`src/rtl/hl_pkg.sv`:
```
// -----------------------------------------------------------------------------
// hl_pkg
// Shared definitions for the MNIST hidden-layer sequencer: datapath widths,
// the sequencer state encoding and an address-width helper.
// -----------------------------------------------------------------------------
package hl_pkg;

    localparam int PIX_W = 8;   // unsigned pixel
    localparam int W_W   = 8;   // signed weight
    localparam int ACC_W = 32;  // signed accumulator / bias
    localparam int ACT_W = 8;   // unsigned activation

    typedef enum logic [2:0] {
        IDLE,
        BIAS,
        MAC,
        DRAIN,
        POST,
        OUT
    } state_t;

    // Address width for a memory of n entries; never returns zero so that
    // degenerate single-entry memories still get a legal 1-bit address.
    function automatic int addr_w(input int n);
        return (n > 1) ? $clog2(n) : 1;
    endfunction

endpackage

```
`src/rtl/hl_neuron_ctrl_if.sv`:
```
// -----------------------------------------------------------------------------
// hl_neuron_ctrl_if
// Activation stream from the hidden-layer sequencer to the output-layer buffer.
//   out_valid  activation available (master drives)
//   out_ready  downstream accepts   (slave drives)
//   out_idx    neuron index of out_data
//   out_data   unsigned activation
// -----------------------------------------------------------------------------
interface hl_neuron_ctrl_if
    import hl_pkg::*;
#(
    parameter int IDX_W = 6
) ();

    logic             out_valid;
    logic             out_ready;
    logic [IDX_W-1:0] out_idx;
    logic [ACT_W-1:0] out_data;

    modport master (
        output out_valid,
        output out_idx,
        output out_data,
        input  out_ready
    );

    modport slave (
        input  out_valid,
        input  out_idx,
        input  out_data,
        output out_ready
    );

endinterface

```
`src/rtl/hl_requant.sv`:
```
// -----------------------------------------------------------------------------
// hl_requant
// Combinational ReLU, arithmetic right-shift and unsigned saturation.
//   acc  in   signed accumulator
//   act  out  unsigned activation: acc<0 ? 0 : min(acc>>>SHIFT, 2**ACT_W-1)
// -----------------------------------------------------------------------------
module hl_requant
    import hl_pkg::*;
#(
    parameter int SHIFT = 8
) (
    input  logic signed [ACC_W-1:0] acc,
    output logic        [ACT_W-1:0] act
);

    localparam logic signed [ACC_W-1:0] ACT_MAX = ACC_W'((1 << ACT_W) - 1);

    logic signed [ACC_W-1:0] shifted;

    always_comb begin
        shifted = acc >>> SHIFT;
        if (acc < 0) begin
            act = '0;
        end else if (shifted > ACT_MAX) begin
            act = ACT_MAX[ACT_W-1:0];
        end else begin
            act = shifted[ACT_W-1:0];
        end
    end

endmodule

```
`src/rtl/hl_neuron_ctrl.sv`:
```
// -----------------------------------------------------------------------------
// hl_neuron_ctrl
// Hidden-layer sequencer. For every neuron: fetch bias, stream N_IN
// pixel/weight pairs into the external MAC PE, requantise the sum and offer
// the activation on a valid/ready stream.
//   clk, rst_n            clock, asynchronous active-low reset
//   start / busy / done   layer-pass control
//   in_addr/in_data       pixel memory (1-cycle read latency)
//   w_addr/w_data         weight memory, address = neuron*N_IN + k
//   b_addr/b_data         bias memory, address = neuron
//   rd_en                 read enable for pixel/weight memories
//   pe_*                  operands to / result from the MAC PE
//   out_if                activation stream (master side)
// Per neuron: BIAS(1) + MAC(N_IN) + DRAIN(1) + POST(1) + OUT(>=1) cycles.
// -----------------------------------------------------------------------------
module hl_neuron_ctrl
    import hl_pkg::*;
#(
    parameter  int N_IN  = 784,
    parameter  int N_HID = 64,
    parameter  int SHIFT = 8,
    localparam int IN_AW = addr_w(N_IN),
    localparam int W_AW  = addr_w(N_IN * N_HID),
    localparam int N_AW  = addr_w(N_HID)
) (
    input  logic                    clk,
    input  logic                    rst_n,
    input  logic                    start,
    output logic                    busy,
    output logic                    done,
    output logic [IN_AW-1:0]        in_addr,
    input  logic [PIX_W-1:0]        in_data,
    output logic [W_AW-1:0]         w_addr,
    input  logic signed [W_W-1:0]   w_data,
    output logic                    rd_en,
    output logic [N_AW-1:0]         b_addr,
    input  logic signed [ACC_W-1:0] b_data,
    output logic [PIX_W-1:0]        pe_ifmap,
    output logic signed [W_W-1:0]   pe_weight,
    output logic signed [ACC_W-1:0] pe_psum,
    input  logic signed [ACC_W-1:0] pe_ofmap,
    hl_neuron_ctrl_if.master        out_if
);

    state_t                  state, state_nxt;
    logic [IN_AW-1:0]        k;         // pixel index within the neuron
    logic [W_AW-1:0]         w_cnt;     // running weight address, never reset per neuron
    logic [N_AW-1:0]         neuron;
    logic                    valid_d;   // memory data returned this cycle
    logic signed [ACC_W-1:0] psum;
    logic [ACT_W-1:0]        act, act_q;
    logic                    handshake, last_k, last_n;

    assign handshake = (state == OUT) && out_if.out_ready;
    assign last_k    = (k == IN_AW'(N_IN - 1));
    assign last_n    = (neuron == N_AW'(N_HID - 1));

    // NOTE: every register, state included, has an async reset value so an
    // rst_n pulse mid-neuron leaves no stale partial sum or address behind.
    always_ff @(posedge clk or negedge rst_n) begin
        if (!rst_n) begin
            state <= IDLE;
        end else begin
            state <= state_nxt;
        end
    end

    // NOTE: state_nxt gets its default before the case so no path can leave
    // it unassigned and infer a latch.
    always_comb begin
        state_nxt = state;
        case (state)
            IDLE:    if (start) state_nxt = BIAS;
            BIAS:    state_nxt = MAC;
            MAC:     if (last_k) state_nxt = DRAIN;
            DRAIN:   state_nxt = POST;
            POST:    state_nxt = OUT;
            OUT:     if (out_if.out_ready) state_nxt = last_n ? IDLE : BIAS;
            default: state_nxt = IDLE;
        endcase
    end

    // NOTE: non-blocking assignments keep every register reading the
    // pre-edge value of its neighbours, e.g. psum vs. valid_d.
    always_ff @(posedge clk or negedge rst_n) begin
        if (!rst_n) begin
            k       <= '0;
            w_cnt   <= '0;
            neuron  <= '0;
            valid_d <= 1'b0;
            psum    <= '0;
            act_q   <= '0;
            done    <= 1'b0;
        end else begin
            valid_d <= (state == MAC);
            done    <= handshake && last_n;
            case (state)
                IDLE: begin
                    k      <= '0;
                    w_cnt  <= '0;
                    neuron <= '0;
                end
                MAC: begin
                    k     <= last_k ? '0 : k + 1'b1;
                    w_cnt <= w_cnt + 1'b1;
                end
                POST: act_q <= act;
                OUT:  if (out_if.out_ready) neuron <= last_n ? '0 : neuron + 1'b1;
                default: ;
            endcase
            // Bias arrives in the first MAC cycle, one cycle before the first
            // product, so seeding and accumulating never collide.
            if (state == MAC && k == '0) begin
                psum <= b_data;
            end else if (valid_d) begin
                psum <= pe_ofmap;
            end
        end
    end

    hl_requant #(.SHIFT(SHIFT)) u_requant (
        .acc (psum),
        .act (act)
    );

    assign busy             = (state != IDLE);
    assign rd_en            = (state == MAC);
    assign in_addr          = k;
    assign w_addr           = w_cnt;
    assign b_addr           = neuron;
    // Gate memory data so the PE sees zeros outside returned-data cycles.
    assign pe_ifmap         = valid_d ? in_data : '0;
    assign pe_weight        = valid_d ? w_data  : '0;
    assign pe_psum          = psum;
    assign out_if.out_valid = (state == OUT);
    assign out_if.out_idx   = neuron;
    assign out_if.out_data  = act_q;

endmodule

```
`src/flat_wrapper.sv`:
```
// flat-port wrapper written by rule: the top's interface ports become plain ports
module hl_neuron_ctrl_flat import hl_pkg::*;
#(
    parameter  int N_IN  = 784,
    parameter  int N_HID = 64,
    parameter  int SHIFT = 8,
    localparam int IN_AW = addr_w(N_IN),
    localparam int W_AW  = addr_w(N_IN * N_HID),
    localparam int N_AW  = addr_w(N_HID)
)
  (clk, rst_n, start, busy, done, in_addr, in_data, w_addr, w_data, rd_en, b_addr, b_data, pe_ifmap, pe_weight, pe_psum, pe_ofmap, out_if_out_valid, out_if_out_idx, out_if_out_data, out_if_out_ready);
  hl_neuron_ctrl_if #(.IDX_W(($clog2(N_HID)))) out_if_i ();
  input  logic clk;
  input  logic rst_n;
  input  logic start;
  output logic busy;
  output logic done;
  output logic [IN_AW-1:0] in_addr;
  input  logic [PIX_W-1:0] in_data;
  output logic [W_AW-1:0] w_addr;
  input  logic signed [W_W-1:0] w_data;
  output logic rd_en;
  output logic [N_AW-1:0] b_addr;
  input  logic signed [ACC_W-1:0] b_data;
  output logic [PIX_W-1:0] pe_ifmap;
  output logic signed [W_W-1:0] pe_weight;
  output logic signed [ACC_W-1:0] pe_psum;
  input  logic signed [ACC_W-1:0] pe_ofmap;
  output wire logic [$bits(out_if_i.out_valid)-1:0] out_if_out_valid;
  output wire logic [$bits(out_if_i.out_idx)-1:0] out_if_out_idx;
  output wire logic [$bits(out_if_i.out_data)-1:0] out_if_out_data;
  input wire logic [$bits(out_if_i.out_ready)-1:0] out_if_out_ready;
  assign out_if_out_valid = out_if_i.out_valid;
  assign out_if_out_idx = out_if_i.out_idx;
  assign out_if_out_data = out_if_i.out_data;
  assign out_if_i.out_ready = out_if_out_ready;
  hl_neuron_ctrl #(.N_IN(N_IN), .N_HID(N_HID), .SHIFT(SHIFT)) u_core (.clk(clk), .rst_n(rst_n), .start(start), .busy(busy), .done(done), .in_addr(in_addr), .in_data(in_data), .w_addr(w_addr), .w_data(w_data), .rd_en(rd_en), .b_addr(b_addr), .b_data(b_data), .pe_ifmap(pe_ifmap), .pe_weight(pe_weight), .pe_psum(pe_psum), .pe_ofmap(pe_ofmap), .out_if(out_if_i));
endmodule
```
`config.mk`:
```
export PLATFORM = sky130hd
export DESIGN_NAME = hl_neuron_ctrl_flat
export DESIGN_NICKNAME = d
export VERILOG_FILES = /design/src/rtl/hl_pkg.sv /design/src/rtl/hl_neuron_ctrl_if.sv /design/src/rtl/hl_requant.sv /design/src/rtl/hl_neuron_ctrl.sv /design/src/flat_wrapper.sv
export SDC_FILE = /design/constraint.sdc
export NUM_CORES = 1
export LEC_CHECK = 0
export BUFFER_PORTS_ARGS = -buffer_cell sky130_fd_sc_hd__buf_2
export CAP_MARGIN = 20
export CORE_MARGIN = 3
export CORE_UTILIZATION = 48
export CTS_BUF_LIST = sky130_fd_sc_hd__clkbuf_16
export CTS_CLUSTER_DIAMETER = 120
export DETAILED_ROUTE_END_ITERATION = 10
export GPL_TIMING_DRIVEN = 0
export PLACE_DENSITY_LB_ADDON = 0.2
export SYNTH_ARGS = -nofsm -noshare
export SYNTH_HDL_FRONTEND = slang
export SYNTH_SLANG_ARGS = --single-unit
export TNS_END_PERCENT = 10
```
`constraint.sdc`:
```
create_clock -name clk -period 2.6 [get_ports clk]
set_input_delay 0.52 -clock clk [delete_from_list [all_inputs] [get_ports clk]]
set_output_delay 0.52 -clock clk [all_outputs]
set_load 0.05 [all_outputs]
```
==> summary.md, run 1 <==
| Metric | Value |
|---|---|
| Buf/Inv on CP | `3` |
| Clock tree from TritonCTS | `done` |
| Top cell type by total area after synthesis | `sky130_fd_sc_hd__dfrtp_1` |
| Number of setup buffers added after CTS | `0` |
| Synth warnings | `0` |
| Path type of the worst min-delay path | `in -> reg` |
| Number of nets in the final layout | `671` |
| Final period utilization | `0.932` |
| Startpoint type of the worst setup path | `flop` |
| Nets in the synthesized netlist | `~480` |
| Clock power share | `0.180` |
| Clock Tree Buf Depth | `2` |
| Global-route wire length before repair | `about 18,000 um` |
| Switching power total | `between 3 and 4 mW` |
| Number of synthesized register bits | `between 70 and 80` |
| Post-synth EDFFs | `0` |
| Number of non-filler instances in the completed layout | `690` |
| Final Util | `0.682` |
| Iteration-0 DRC Markers | `91` |
| Share of layout cells above drive strength 1 | `0.469` |
| Biggest cell delay along the critical path | `around 0.52 ns` |
| Number of max-slew violations in the final report | `0` |
| Total overflow reported by the global router | `0` |
| Area enclosed by the die boundary | `0.00958 mm2` |
| Setup Skew | `about 0.0073 ns` |
| Lkg Pwr | `2.75 nW` |
| Top_reg_cell synth | `sky130_fd_sc_hd__dfrtp_1` |
| Setup repair after global routing missed its margin | `true` |
| Syn Std Cell Area | `0.00405 mm2` |
| Average wire per cell in the routed design | `15.7 um` |
| Maximum number of pins on one net before global-route repair | `a little over 70` |
| Synth area leaders | `sky130_fd_sc_hd__dfrtp_1 (48%), sky130_fd_sc_hd__mux2_2 (17%), sky130_fd_sc_hd__nand2_1 (4.1%)` |
| Mean instance size in the synthesized netlist | `between 10 and 15 um2` |
| Antenna Nets Post-Route | `0` |
| Number of sinks handled by clock tree synthesis | `77` |
| Multiplexer fraction of the synthesized cell area | `0.198` |
| Clock slew at the register clock pins of the worst setup and hold paths | `0.06 ns` |
| Register share of total power | `0.271` |
| Share of synthesized cell area in full adder, half adder and majority cells | `0.0124` |
| Max cap viols | `0` |
| Transition at the pin with the smallest max-transition slack | `0.600 ns` |
| Via density per instance | `5.32` |
| Core region area | `0.00797 mm2` |
| Largest fanout on the critical path | `12` |
| Number of buffers created by CTS | `9` |
| Achievable frequency | `approximately 0.41 GHz` |
| Endpoints failing setup | `0` |
| Worst Path Arrival | `around 1.9 ns` |
| Clock Tree Root | `sky130_fd_sc_hd__clkbuf_16` |
| Post-placement cell area | `~0.0051 mm2` |
| Cell total after placement | `674` |
| Min Tclk post-route | `2.42 ns` |
| Data required time of the worst path | `2.08 ns` |
| Cell seen most often among critical-path stages | `sky130_fd_sc_hd__clkbuf_1` |
| Share of total power in combinational logic | `0.549` |
| Ports | `182` |
| Share of the synthesized area in the top cell type | `0.476` |
| Share of synthesized cell area in and, or, nand and nor gates | `0.180` |
| Power Density | `1310 mW/mm2` |
| Post-synthesis share of cell area spent on xor and xnor gates | `0.0108` |
| Number of vias in the routed layout | `3,669` |
| Headroom to the max-slew limit | `0.600` |
| Combinational family with the most area after synthesis | `multiplexers` |
| Worst Hold Margin | `0.399 ns` |
| Die Span X | `roughly 98 um` |
| Final routed wirelength across all metal layers | `10,800 um` |
| Total internal power | `3.63 mW` |
| Compound-Gate Fraction of Synth Area | `0.0831` |
| Antenna cells | `0` |
| Classification of the worst setup path | `reg -> out` |
| Endpoint kind of the worst setup timing path | `output port` |
| Critical Path Slowest Stage Cell | `sky130_fd_sc_hd__dfrtp_2` |
| Total global routing track utilization | `0.226` |
| Final Hold Viols | `0` |
| Share of flip-flops with an asynchronous set or reset after synthesis | `1.00` |
| Final non-filler cell area | `0.00543 mm2` |
| Number of optimization iterations in the first detailed-route pass | `4` |
| Synth cell types | `43` |
| Antenna violations before repair | `0` |
| Height of the die | `97.9 um` |
| Residual DRC count | `0` |
| Sw frac | `0.489` |
| Count of buffers inserted at the top-level ports | `roughly 180` |
| Number of rows in the core area | `32` |
| Count of mapped cells out of synthesis | `390` |
| Area growth syn-to-layout | `34.1%` |
| CTS H-tree depth | `3` |
| Later-pin clock latency in the skew report | `0.33 ns` |
| Cell breakdown of the critical path | `clkbuf_1, clkbuf_1, and2_1, buf_2` |
| DP Wirelength | `8380 um` |
| Result of the run | `finished clean` |
| Effective utilization at floorplan | `0.508` |
| Family of cells with the greatest summed delay on the critical path | `buffers and inverters` |
| Sequential area share after synthesis | `0.476` |
| Number of global-route vias before repair | `around 3.5k` |
| Worst-case vdd ir drop | `between 500 and 600 uV` |
| Routability cong. | `0.817` |
==> metrics by stage <==
| step | worst slack (ns) | TNS (ns) | total power, mW |
|---|---|---|---|
| floorplan | 0.471 | 0 | 4.91 |
| global placement | 0.240 | 0 | 5.77 |
| detailed placement | 0.184 | 0 | 5.86 |
| CTS | 0.0157 | 0 | 7.14 |
| global route | -0.0147 | -0.0243 | 7.48 |
| finish | 0.176 | 0 | 7.09 |
==> cells by family (layout without fill, tap and decap cells) <==
logic type                 count (synthesis)  in the layout
and+or+nand+nor                          144            144
buffers and inverters                     32            230
muxes                                     72             72
DFF                                       77             77
AOI/OAI and AO/OA                         56             56
xor gates and xnor gates                   5              5
adders and majority gates                  4              4
==> layout make-up <==
class / count / area [um2]
plain buffers: 23 / 128
clock buffers: 9 / 225
clock inverters: 7 / 81.3
fillers: 638 / 2530
inverters: 8 / 30.0
multi-input cells: 281 / 1970
flip-flops and latches: 77 / 1930
well taps: 102 / 128
repair buffers: 183 / 946
==> sequential cells by signal, indices dropped and copies added (netlist names) <==
register / cells
u_core.w_addr: 16
u_core.pe_psum: 32
u_core.done: 1
u_core.out_if.out_data: 8
u_core.state: 3
u_core.valid_d: 1
u_core.in_addr: 10
u_core.b_addr: 6
==> final timing paths <==
check | depth (start not counted) | end | start | slack, ns
max | 4 | pe_weight[4] | u_core.valid_d$_DFF_PN0_ | 0.18
min | 2 | u_core.pe_psum[29]$_DFFE_PN0P_ | b_data[29] | 0.40
max reg2reg | 6 | u_core.pe_psum[6]$_DFFE_PN0P_ | u_core.state[1]$_DFFE_PN0P_ | 0.55
min reg2reg | 2 | u_core.out_if.out_data[7]$_DFFE_PN0P_ | u_core.out_if.out_data[7]$_DFFE_PN0P_ | 0.49
max in group asynchronous | 3 | u_core.valid_d$_DFF_PN0_ | rst_n | 1.48
min in group asynchronous | 2 | u_core.w_addr[12]$_DFFE_PN0P_ | rst_n | 0.55
==> timing repair <==
action / 4_1_cts / 5_1_grt
endpoints found under the setup margin: 10 / 11
hold buffers: 0 / 1
endpoints found under the hold margin: 0 / 1
gates resized for setup: 0 / 2
==> power groups by stage <==
stage	registers, mW	clock network, mW	logic, mW
after detailed placement	1.92	0	3.95
final	1.92	1.27	3.90
after floorplan	3.13	0	1.78
after CTS	1.92	1.30	3.92
after global routing	1.99	1.36	4.14
after global placement	1.89	0	3.88
==> worst register-to-register path: stages, from the launching register on <==
cell	delay, ns
sky130_fd_sc_hd__dfrtp_1	0.43
sky130_fd_sc_hd__or3b_1	0.37
sky130_fd_sc_hd__clkbuf_1	0.18
sky130_fd_sc_hd__nor2_1	0.12
sky130_fd_sc_hd__nand3_1	0.19
sky130_fd_sc_hd__buf_2	0.29
sky130_fd_sc_hd__mux2_1	0.34
==> cells in the final DEF (no fill, tap or decap), drive strengths merged, types with 2 or more instances in the layout <==
cell    netlist  final
a21oi         9      9
a22o          3      3
and2         17     17
and3          5      5
and4          3      3
buf          11    193
clkbuf       13     21
dfrtp        77     77
ha            4      4
inv           8     12
mux2         65     65
mux2i         7      7
nand2        44     44
nand3        22     22
nand3b        2      2
nand4         5      5
nor2         23     23
nor3          5      5
nor4          4      4
o211ai        2      2
o21ai        31     31
o31ai         4      4
or2           2      2
or3           4      4
or4           4      4
xnor2         4      4
==> per-layer routing <==
metal	GRT usage	wire, um	up-vias
li1	-	-	1775
met1	0.283	4440	1742
met2	0.395	5560	138
met3	0.0443	629	14
met4	0.0692	176	0
met5	0	0	-
==> Yosys cell counts (all sizes together) (2+ instances only) <==
| cell type | instances |
|---|---|
| nand3 | 22 |
| buf | 11 |
| nor3 | 5 |
| a21oi | 9 |
| a22o | 3 |
| clkbuf | 13 |
| mux2 | 65 |
| mux2i | 7 |
| and2 | 17 |
| o211ai | 2 |
| nor4 | 4 |
| nand4 | 5 |
| or4 | 4 |
| nor2 | 23 |
| or2 | 2 |
| xnor2 | 4 |
| o21ai | 31 |
| o31ai | 4 |
| nand2 | 44 |
| and3 | 5 |
| or3 | 4 |
| and4 | 3 |
| dfrtp | 77 |
| ha | 4 |
| inv | 8 |
| nand3b | 2 |
No activity file was read; power rests on OpenSTA's default activity.
==> run 2: changes to the inputs <==
- CORE_UTILIZATION: 48 -> 51
- MAX_ROUTING_LAYER: unset -> met4
- SLEW_MARGIN: unset -> 0
- clock period: 2.6 -> 3 ns (I/O delays scaled with it)
==> run 2 against run 1 <==
  * Non-clock buffer count fell by 1
  * Sequential share of layout area rose by 0.10 points
  * Count of clock-buffer cells in the layout did not move
  * Global-route usage rose by 0.79 points
  * Combinational power fell by 13%
  * Clock power fell by 11%
  * Via count fell by 0.25%
  * Routed wire length fell by 1.0%
  * Clock skew rose by 0.0015 ns
  * Worst hold slack got worse by 0.17 ns
  * Total power fell by 13%
  * Core utilization rose by 4.1 points
  * Critical path type unchanged
  * Highest routed layer unchanged
==> summary.md, run 2 (same netlist as run 1, synthesis figures left out) <==
| Metric | Value |
|---|---|
| Post-placement cell area | `0.00510 mm2` |
| Endpoint kind of the worst setup timing path | `output port` |
| Routability cong. | `approximately 0.83` |
| Number of instances resized during post-cts repair | `0` |
| Min Tclk post-route | `2.70 ns` |
| Final non-filler cell area | `0.00542 mm2` |
| Setup TNS | `0 ns` |
| Setup Skew | `0.00886 ns` |
| Total internal power | `3.20 mW` |
| Area enclosed by the die boundary | `~0.0090 mm2` |
| Global-route wire length before repair | `16,300 um` |
| Via density per instance | `between 5 and 6` |
| Number of nets in the final layout | `670` |
| Iteration-0 DRC Markers | `177` |
| Antenna cells | `0` |
| Count of buffers inserted at the top-level ports | `between 150 and 200` |
| Residual DRC count | `0` |
| Final period utilization | `0.901` |
| Area growth syn-to-layout | `33.7%` |
| Number of buffers created by CTS | `9` |
| Number of buffers added to fix hold violations after cts | `0` |
| Result of the run | `finished clean` |
| Maximum number of pins on one net before global-route repair | `43` |
| Leading cell types in the layout, fill and taps excluded | `sky130_fd_sc_hd__buf_2 (183), sky130_fd_sc_hd__dfrtp_1 (77), sky130_fd_sc_hd__mux2_2 (62)` |
| Final routed wirelength across all metal layers | `10,700 um` |
| Worst-case vdd ir drop | `468 uV` |
| Number of sinks handled by clock tree synthesis | `77` |
| Power Density | `1140 mW/mm2` |
| Family of cells with the greatest summed delay on the critical path | `buffers and inverters` |
| Path type of the worst min-delay path | `in -> async` |
| Number of non-filler instances in the completed layout | `~690` |
| Final Hold Viols | `0` |
| Critical Path Slowest Stage Cell | `sky130_fd_sc_hd__dfrtp_1` |
| Cell total after placement | `671` |
| Startpoint type of the worst setup path | `flop` |
| Number of max-slew violations in the final report | `0` |
| Sw frac | `0.481` |
| Height of the die | `95.1 um` |
| Most common library cell in the layout ignoring fill and taps | `sky130_fd_sc_hd__buf_2` |
| Headroom to the max-slew limit | `0.596` |
| Switching power total | `approximately 3 mW` |
| Share of layout cells above drive strength 1 | `0.467` |
| Biggest cell delay along the critical path | `0.64 ns` |
| Lkg Pwr | `around 2.7 nW` |
| Ports | `~180` |
| Data required time of the worst path | `2.40 ns` |
| Max reg flops | `32` |
| Total global routing track utilization | `0.234` |
| Cell seen most often among critical-path stages | `sky130_fd_sc_hd__clkbuf_1` |
| Clock power share | `0.183` |
| Cell breakdown of the critical path | `clkbuf_1, clkbuf_1, and2_1, buf_2` |
| Number of vias in the routed layout | `about 3.7k` |
| Clock Tree Buf Depth | `2` |
| Average wire per cell in the routed design | `15.6 um` |
| Achievable frequency | `0.370 GHz` |
| CTS H-tree depth | `3` |
| Core region area | `approximately 0.0075 mm2` |
| Endpoints failing setup | `0` |
| Number of global-route vias before repair | `3,444` |
| Later-pin clock latency in the skew report | `0.32 ns` |
| Clock slew at the register clock pins of the worst setup and hold paths | `0.06 ns` |
| Max cap viols | `0` |
| Number of rows in the core area | `31` |
| Effective utilization at floorplan | `0.541` |
| Antenna violations before repair | `0` |
| Share of total power in combinational logic | `0.547` |
| Classification of the worst setup path | `reg -> out` |
| Worst Path Arrival | `2.10 ns` |
| Number of optimization iterations in the first detailed-route pass | `4` |
| Register-to-Register Path Depth | `6` |
| Antenna Nets Post-Route | `0` |
| Clock tree from TritonCTS | `done` |
| Die Span X | `95.1 um` |
| Largest fanout on the critical path | `12` |
| Clock Tree Root | `sky130_fd_sc_hd__clkbuf_16` |
| Number of stages on the worst setup path | `4` |
| Register share of total power | `0.271` |
| DP Wirelength | `8290 um` |
| Transition at the pin with the smallest max-transition slack | `0.605 ns` |
| Total overflow reported by the global router | `0` |
| Buf/Inv on CP | `3` |
| Setup repair after global routing missed its margin | `false` |
==> run 2: timing repair <==
action                                 in CTS  in global routing
buffers inserted                            0                  0
endpoints found under the hold margin       0                  0
setup endpoints to repair                   0                  6
==> run 2: worst paths after layout <==
kind / slack, ns / from / end
min in group clk: 0.48 / u_core.out_if.out_data[3]$_DFFE_PN0P_ / u_core.out_if.out_data[3]$_DFFE_PN0P_
worst max register to register: 0.88 / u_core.state[1]$_DFFE_PN0P_ / u_core.pe_psum[6]$_DFFE_PN0P_
worst min register to register: 0.48 / u_core.out_if.out_data[3]$_DFFE_PN0P_ / u_core.out_if.out_data[3]$_DFFE_PN0P_
max in group asynchronous: 2.17 / rst_n / u_core.in_addr[5]$_DFFE_PN0P_
worst min-delay path: 0.23 / rst_n / u_core.w_addr[9]$_DFFE_PN0P_
worst max-delay path: 0.30 / u_core.valid_d$_DFF_PN0_ / pe_ifmap[2]
==> run 2: power by group through the flow <==
stage	Combinational, mW	Clock, mW	Sequential [mW]
3_5_place_dp	3.41	0	1.66
3_3_place_gp	3.35	0	1.64
6_report	3.38	1.13	1.67
5_1_grt	3.59	1.19	1.72
2_1_floorplan	1.55	0	2.71
4_1_cts	3.42	1.15	1.65
==> run 2: metal layers <==
metal  track usage  wire length [um]  vias to the layer above
li1              -                 -                     1767
met2         0.404              5530                      127
met5             -                 0                        -
met3        0.0418               727                       10
met4        0.0661               121                        0
met1         0.281              4320                     1756
==> run 2: metrics by stage <==
step,util,power (mW),hold WS (ns),setup WS [ns]
final,0.723,6.18,0.233,0.298
after global routing,0.723,6.50,0.258,0.173
after CTS,0.724,6.22,0.241,0.0840
after detailed placement,0.682,5.08,0.470,0.442
after global placement,0.679,5.00,0.459,0.487
after floorplan,-,4.26,0.304,0.791
==> run 2: area by class of cell <==
cell class | count | area, um2
buffer | 23 | 128
inverter | 8 | 30.0
timing repair buffer | 182 | 928
clock inverter | 7 | 90.1
multi-input combinational | 281 | 1960
sequential | 77 | 1930
clock buffer | 9 | 225
tap | 99 | 124
fill | 588 | 2070
